**config.mk**
```make
export PLATFORM = sky130hd
export DESIGN_NAME = rw_mem_arbiter
export DESIGN_NICKNAME = d
export VERILOG_FILES = /design/src/rtl/rw_mem_arbiter.sv
export SDC_FILE = /design/constraint.sdc
export NUM_CORES = 1
export LEC_CHECK = 0
export CORE_AREA = 2 2 74 76
export DETAILED_ROUTE_END_ITERATION = 6
export DIE_AREA = 0 0 76 78
export GPL_TIMING_DRIVEN = 0
export PLACE_DENSITY = 0.67
export SYNTH_ARGS = -nofsm -noshare
export SYNTH_HDL_FRONTEND = slang
export SYNTH_SLANG_ARGS = --single-unit
```
**constraint.sdc**
```tcl
create_clock -name clk -period 1.9 [get_ports clk]
set_input_delay 0.38 -clock clk [delete_from_list [all_inputs] [get_ports clk]]
set_output_delay 0.38 -clock clk [all_outputs]
set_load 0.02 [all_outputs]
```
**src/rtl/rw_mem_arbiter.sv**
```systemverilog
// rw_mem_arbiter: two-requester round-robin arbiter and sequencer for the
// 96x8 synchronous RAM mapped at BASE_ADDR..TOP_ADDR (128..223).
// Ports:
//   clk, reset              clock, synchronous active-high reset
//   reqN/weN/addrN/wdataN   requester N (N = 0,1) request, held until ackN/errN
//   lockN                   requester N lock request (RW_ARB_LOCK_EN only)
//   ackN, errN              one-cycle completion / out-of-range pulses
//   rdata                   read data, valid in the ackN cycle
//   mem_address/mem_WE/mem_data_in   RAM control, owned by this block
//   mem_data_out            RAM registered read data
// Optional feature: define RW_ARB_LOCK_EN to add lock0/lock1 exclusive-access
// ports; without it the arbiter is pure round-robin.
module rw_mem_arbiter #(
  parameter int unsigned BASE_ADDR = 128,
  parameter int unsigned TOP_ADDR  = 223
) (
  input  logic       clk,
  input  logic       reset,
  input  logic       req0,
  input  logic       we0,
  input  logic [7:0] addr0,
  input  logic [7:0] wdata0,
  input  logic       req1,
  input  logic       we1,
  input  logic [7:0] addr1,
  input  logic [7:0] wdata1,
`ifdef RW_ARB_LOCK_EN
  input  logic       lock0,
  input  logic       lock1,
`endif
  output logic       ack0,
  output logic       ack1,
  output logic       err0,
  output logic       err1,
  output logic [7:0] rdata,
  output logic [7:0] mem_address,
  output logic       mem_WE,
  output logic [7:0] mem_data_in,
  input  logic [7:0] mem_data_out
);

  localparam int unsigned AW = 8;
  localparam int unsigned DW = 8;
  localparam logic [AW-1:0] BASE_A = AW'(BASE_ADDR);
  localparam logic [AW-1:0] TOP_A  = AW'(TOP_ADDR);

  typedef enum logic [1:0] {IDLE, ACCESS, WAIT} state_t;

  state_t        state;
  logic          last_grant;
  logic          cur;
  logic          cur_we;
  logic          elig0;
  logic          elig1;
  logic          win1;
  logic          w_we;
  logic [AW-1:0] w_addr;
  logic [DW-1:0] w_wdata;
  logic          w_inr;
`ifdef RW_ARB_LOCK_EN
  logic          lock_act;
  logic          lock_own;
  logic          cur_lock;
  logic          w_lock;
`endif

  // Eligibility and winner selection; a requester in its own ack cycle is
  // excluded so a still-held req is not granted twice.
  always_comb begin
    elig0 = req0 && !ack0 && !err0;
    elig1 = req1 && !ack1 && !err1;
`ifdef RW_ARB_LOCK_EN
    if (lock_act) begin
      if (lock_own) elig0 = 1'b0;
      else          elig1 = 1'b0;
    end
`endif
    win1    = elig1 && (!elig0 || !last_grant);
    w_we    = win1 ? we1    : we0;
    w_addr  = win1 ? addr1  : addr0;
    w_wdata = win1 ? wdata1 : wdata0;
    w_inr   = (w_addr >= BASE_A) && (w_addr <= TOP_A);
`ifdef RW_ARB_LOCK_EN
    w_lock  = win1 ? lock1 : lock0;
`endif
  end

  // Sequencer: IDLE accepts, ACCESS drives the RAM, WAIT captures read data.
  always_ff @(posedge clk) begin
    if (reset) begin
      state       <= IDLE;
      last_grant  <= 1'b1;
      cur         <= 1'b0;
      cur_we      <= 1'b0;
      ack0        <= 1'b0;
      ack1        <= 1'b0;
      err0        <= 1'b0;
      err1        <= 1'b0;
      rdata       <= '0;
      mem_address <= '0;
      mem_WE      <= 1'b0;
      mem_data_in <= '0;
`ifdef RW_ARB_LOCK_EN
      lock_act    <= 1'b0;
      lock_own    <= 1'b0;
      cur_lock    <= 1'b0;
`endif
    end else begin
      ack0 <= 1'b0;
      ack1 <= 1'b0;
      err0 <= 1'b0;
      err1 <= 1'b0;
      case (state)
        IDLE: begin
          if (elig0 || elig1) begin
            last_grant <= win1;
            if (w_inr) begin
              mem_address <= w_addr;
              mem_data_in <= w_wdata;
              mem_WE      <= w_we;
              cur         <= win1;
              cur_we      <= w_we;
`ifdef RW_ARB_LOCK_EN
              cur_lock    <= w_lock;
              if (w_lock) begin
                lock_act <= 1'b1;
                lock_own <= win1;
              end
`endif
              state       <= ACCESS;
            end else begin
              // Out of range: error completion without touching the RAM.
              if (win1) begin
                ack1 <= 1'b1;
                err1 <= 1'b1;
              end else begin
                ack0 <= 1'b1;
                err0 <= 1'b1;
              end
              rdata <= '0;
            end
          end
        end
        ACCESS: begin
          mem_WE <= 1'b0;
          state  <= WAIT;
        end
        WAIT: begin
          if (!cur_we) rdata <= mem_data_out;
          if (cur) ack1 <= 1'b1;
          else     ack0 <= 1'b1;
`ifdef RW_ARB_LOCK_EN
          // Only the owner runs while locked, so an unlocked completion ends it.
          if (!cur_lock) lock_act <= 1'b0;
`endif
          state <= IDLE;
        end
        default: state <= IDLE;
      endcase
    end
  end

endmodule
```
---- Word level (Yosys, flattened, before mapping) ----
Cells that the tools add are included.
storage, ports and cells
  register bits ........................... 34
  output and inout port bits .............. 29
  word-level logic and storage cells ...... 67
operators by class
  $lt $le $gt $ge ......................... 2
  equal/unequal tests ..................... 6
  mux-type cells .......................... 23
  bitwise gates (word level) .............. 1
  reduce and logical (&&, ||, !) cells .... 23
operators by type and width
  kind                                                      count
  two-way mux 8 bit                                         5
  case mux 8 bit (2 select lines)                           1
  two-way mux 1 bit                                         11
  greater-or-equal comparator 8 bit, second input constant  1
  less-or-equal comparator 8 bit, second input constant     1
  != test 2 bit, second input constant                      4
  logical AND 1 bit                                         6
  zero test 1 bit                                           6
  case mux 1 bit (2 select lines)                           3
  AND reduction 3 bit                                       2
  two-way mux 2 bit                                         2
  case mux 2 bit (2 select lines)                           1
  AND reduction 2 bit                                       2
  AND reduction 4 bit                                       1
  nonzero test 2 bit                                        2
  equality test 2 x 1 -> 1 bit, second input constant       1
  equality test 2 bit, second input constant                1
  zero test 2 bit                                           1
  logical OR 1 bit                                          2
  OR reduction 2 bit                                        1
  inverter 1 bit                                            1

---- Longest topological paths before layout ----
  word-level depth ........................ 12
  depth in mapped cells ................... 7

---- Worst setup path after synthesis ----
OpenSTA, ideal clock, no wires.
  kind .................................... register to register
  start point ............................. reg ack1
  end point ............................... reg rdata[0]
  library setup time ...................... 0.117 ns
  data arrival time ....................... 1.731 ns
  data required time ...................... 1.783 ns
  setup slack ............................. 0.051 ns
  cell stages (with the launch flop) ...... 6
  path buffers ............................ 1
  clock period less this slack ............ 1.849 ns
  cell sequence ........................... dfxtp_1 -> or3b_1 -> buf_6 -> or3_1 -> a21o_1 -> a32o_1
on the way
  cells in the longest elaborated chain, start to end .. 9
  elaborated cells between the ends (all ways) .. 12
  those cells by class .................... 2 x order compare; 2 x eq/ne; 1 x mux; 7 x reduce/logical
RTL lines
  element                                                                              RTL line  RTL
  start: declaration                                                                   32        output logic ack1,
  start signal: assignment                                                             96        ack1 <= 1'b0;
  start signal: assignment                                                             110       ack1 <= 1'b0;
  start signal: assignment                                                             134       ack1 <= 1'b1;
  zero test 1 bit (*)                                                                  71        elig1 = req1 && !ack1 && !err1;
  logical AND 1 bit (*) (2 in a row)                                                   71
  logical AND 1 bit                                                                    78        win1 = elig1 && (!elig0 || !last_grant);
  two-way mux 8 bit                                                                    80        w_addr = win1 ? addr1 : addr0;
  greater-or-equal comparator 8 bit or less-or-equal comparator 8 bit (tied branches)  82        w_inr = (w_addr >= BASE_A) && (w_addr <= TOP_A);
  logical AND 1 bit                                                                    82
  != test 2 bit (no source line)                                                       -
  AND reduction 4 bit (no source line) (*)                                             -
  end signal: assignment                                                               149       if (!cur_we) rdata <= mem_data_out;
  end: declaration                                                                     35        output logic [7:0] rdata,
Every way passes the cells marked *; elsewhere a longest branch is shown, timed or not.
A chain may end at the register's enable or synchronous reset.

---- Worst setup path in the final report ----
  start point ............................. in req0
  end point ............................... reg rdata[7]
on the way
  cells in the longest elaborated chain, start to end .. 10
  elaborated cells between the ends (all ways) .. 13
  those cells by class .................... 2 x order compare; 2 x eq/ne; 1 x mux; 8 x reduce/logical
RTL lines
  element                                                                              RTL line  RTL
  start: declaration                                                                   19        input logic req0,
  logical AND 1 bit (*) (2 in a row)                                                   70        elig0 = req0 && !ack0 && !err0;
  zero test 1 bit                                                                      78
  logical OR 1 bit                                                                     78
  logical AND 1 bit                                                                    78
  two-way mux 8 bit                                                                    80
  greater-or-equal comparator 8 bit or less-or-equal comparator 8 bit (tied branches)  82
  logical AND 1 bit                                                                    82
  != test 2 bit (no source line)                                                       -
  AND reduction 4 bit (no source line) (*)                                             -
Marked as above.

==> run metrics <==
outcome finished clean; CTS HTree Levels 2; Worst Skew 0.00397 ns; WL final 4100 µm; Total GRT Usage 14.4%; initial core utilization 29.7%; layout net count 278; Final Max Tran Viols 0; crit path kind in2reg; RSZ-0062 raised after global routing false; gpl congestion 0.769; crit path max fanout 8; mapped cell area 1500 µm²; Filler cells 490; Pleak 0.893 nW; Final WS setup 0.0381 ns; Slowest Stage Delay on Critical Path 0.44 ns; CP top delay family simple AND/OR/NAND/NOR gates; Final Instance Area 2510 µm²; worst hold stages 2; EDFF count, synth 0; startpoint types input port; ys async rst share 0%; #FFs+latches synth 34; Detail Route Antenna Nets 0; DR iter-0 viols 27; die width 76 µm; layout cells sized above 1 15.0%; final std cells w/o fill 303; R2R depth 5; IO Port Bufs 73; Synth Flop Type dfxtp_1; Buf/Inv on CP 1; drt drc 0; Avg Inst Size Synth 10.2 µm²; DR pass1 iterations 4; worst flop-to-flop path startpoint ack1; crit path cell chain clkdlybuf4s50_1 > and4bb_2 > or3_4 > a21o_4 > a32o_1; HPWL after DPL 3000 µm; first-pass GRT wire length 6840 µm; Hold Path Class in2reg; WL per Instance 13.5 µm; initial antenna violation count 0; vias in the first global route 1440; Syn-to-layout area delta 67.7%; Slew headroom 48.9%; setup violators final 0; register area share after synthesis 45.4%; grt ovf 0; syn_nets 193; TNS Setup 0 ns; TritonCTS buffer count 5; ant diodes 0; arrival time worst endpoint 2.04 ns; die area 5930 µm²; slowest CP cell clkdlybuf4s50_1; Final Hold Fails 0; synthesized instance count 147; actual slew at the worst max-slew pin 0.765 ns; largest net degree at the start of global routing 11; minimum clock period after layout 1.86 ns; Hold Path End state[0]; Post-Place Cells 290; clk sink count 34; peak supply drop 0.366 mV; pre-CTS setup slack -0.686 ns; setup slack, reg-to-reg 0.07 ns; Root Buffer clkbuf_8; hold_sp reset; fin crit share 98.0%; Cell variety after synth 38; row count 26; TritonCTS clock tree done; CORE AREA 5040 µm²; CTS Buffer Depth 2; Clk pin slew, worst setup/hold paths 0.07 ns; Setup crit end kind flop; hold buffers post-CTS 0; maxcap violations 0; Placement Cell Area 2320 µm²; DIE HEIGHT 78 µm; CP required 2.08 ns; latest clock arrival within the worst-skew pair 0.29 ns; I/O pins 75; PD cells 804 nW/µm²; Max Clock Freq 0.537 GHz; yosys warns 0; reg2reg end rdata[7]; Vias 1459; Design Power 2.02 mW; via/cell ratio 4.82
-- per-stage QoR --
| stage | hold slack, ns | utilization [%] |
|---|---|---|
| 2_1_floorplan | 0.474 | - |
| 3_3_place_gp | 0.477 | 45.9 |
| 3_5_place_dp | 0.475 | 45.9 |
| 4_1_cts | 0.476 | 49.2 |
| 5_1_grt | 0.514 | 49.8 |
| 6_report | 0.479 | 49.8 |
-- report_power, final --
part / internal (mW) / total (mW) / switching [mW]
clock network: 0.366 / 0.627 / 0.261
logic: 0.310 / 0.578 / 0.268
registers: 0.775 / 0.813 / 0.0384
-- cells in the final DEF (no fill, tap or decap), drive strengths merged, types with 2 or more instances in the layout --
master | Yosys | layout
nor3 | 19 | 19
mux2i | 14 | 14
buf | 8 | 12
dfxtp | 34 | 34
a211oi | 13 | 13
nor2 | 5 | 5
a21boi | 2 | 2
nand3 | 2 | 2
or2 | 2 | 2
o21ai | 3 | 3
a32o | 8 | 8
nand2 | 3 | 3
nor3b | 5 | 5
o211ai | 2 | 2
clkdlybuf4s50 | 0 | 72
a311oi | 2 | 2
a31oi | 2 | 2
clkbuf | 3 | 12
a21oi | 4 | 4
-- worst max path at each step --
stage,start,to,slack [ns],depth (start not counted)
4_1_cts,addr0[7],mem_address[0],0.00008,6
3_3_place_gp,req0,mem_data_in[2],-0.70,6
5_1_grt,ack1,rdata[4],0.002,5
2_1_floorplan,ack1,rdata[0],0.05,5
3_5_place_dp,req0,mem_address[3],-0.69,6
6_report,req0,rdata[7],0.04,5
-- cell families after synthesis --
family	synth area share, %
AOI/OAI and AO/OA	21.4
buffers and inverters	3.93
DFF	45.4
muxes	10.1
and+or+nand+nor	19.1
-- synth_stat cells (all sizes together) (2+ instances only) --
| library cell | number | share of area (%) |
|---|---|---|
| dfxtp | 34 | 45 |
| nor3 | 19 | 6.3 |
| mux2i | 14 | 9.4 |
| a211oi | 13 | 6.5 |
| a32o | 8 | 5.3 |
| buf | 8 | 3.2 |
| nor2 | 5 | 2.3 |
| nor3b | 5 | 2.5 |
| a21oi | 4 | 1.3 |
| clkbuf | 3 | 0.75 |
| nand2 | 3 | 0.75 |
| o21ai | 3 | 1.0 |
| a21boi | 2 | 1.0 |
| a311oi | 2 | 1.2 |
| a31oi | 2 | 0.84 |
| nand3 | 2 | 0.67 |
| o211ai | 2 | 1.0 |
| or2 | 2 | 0.84 |
-- metal layers --
layer  track usage (%)  vias to the layer above  share of wire, %
li1                  -                      743                 -
met1              17.2                      661                45
met2              23.0                       48                46
met3              5.23                        7               7.8
met4              6.55                        0               1.7
met5                 0                        -                 0
-- registers in the layout, indices dropped and copies added (netlist names) --
signal and flops:
mem_address 8, mem_data_in 8, rdata 8, state 2, ack0 1, ack1 1, cur 1, cur_we 1
err0 1, err1 1, last_grant 1, mem_WE 1
-- what timing repair did --
action,4_1_cts,5_1_grt
pin swaps,12,2
gates resized for setup,10,5
setup endpoints to repair,28,19
buffers inserted,3,2
-- cell type report --
type	instances	area (µm²)	share of cell area, %
Sequential cell	34	681	27.1
Multi-Input combinational cell	102	805	32.0
Clock buffer	8	110	4.38
Buffer	11	61.3	2.44
Tap cell	70	87.6	3.49
Timing Repair Buffer	78	767	30.5
Power figures use the tool's default switching activity.
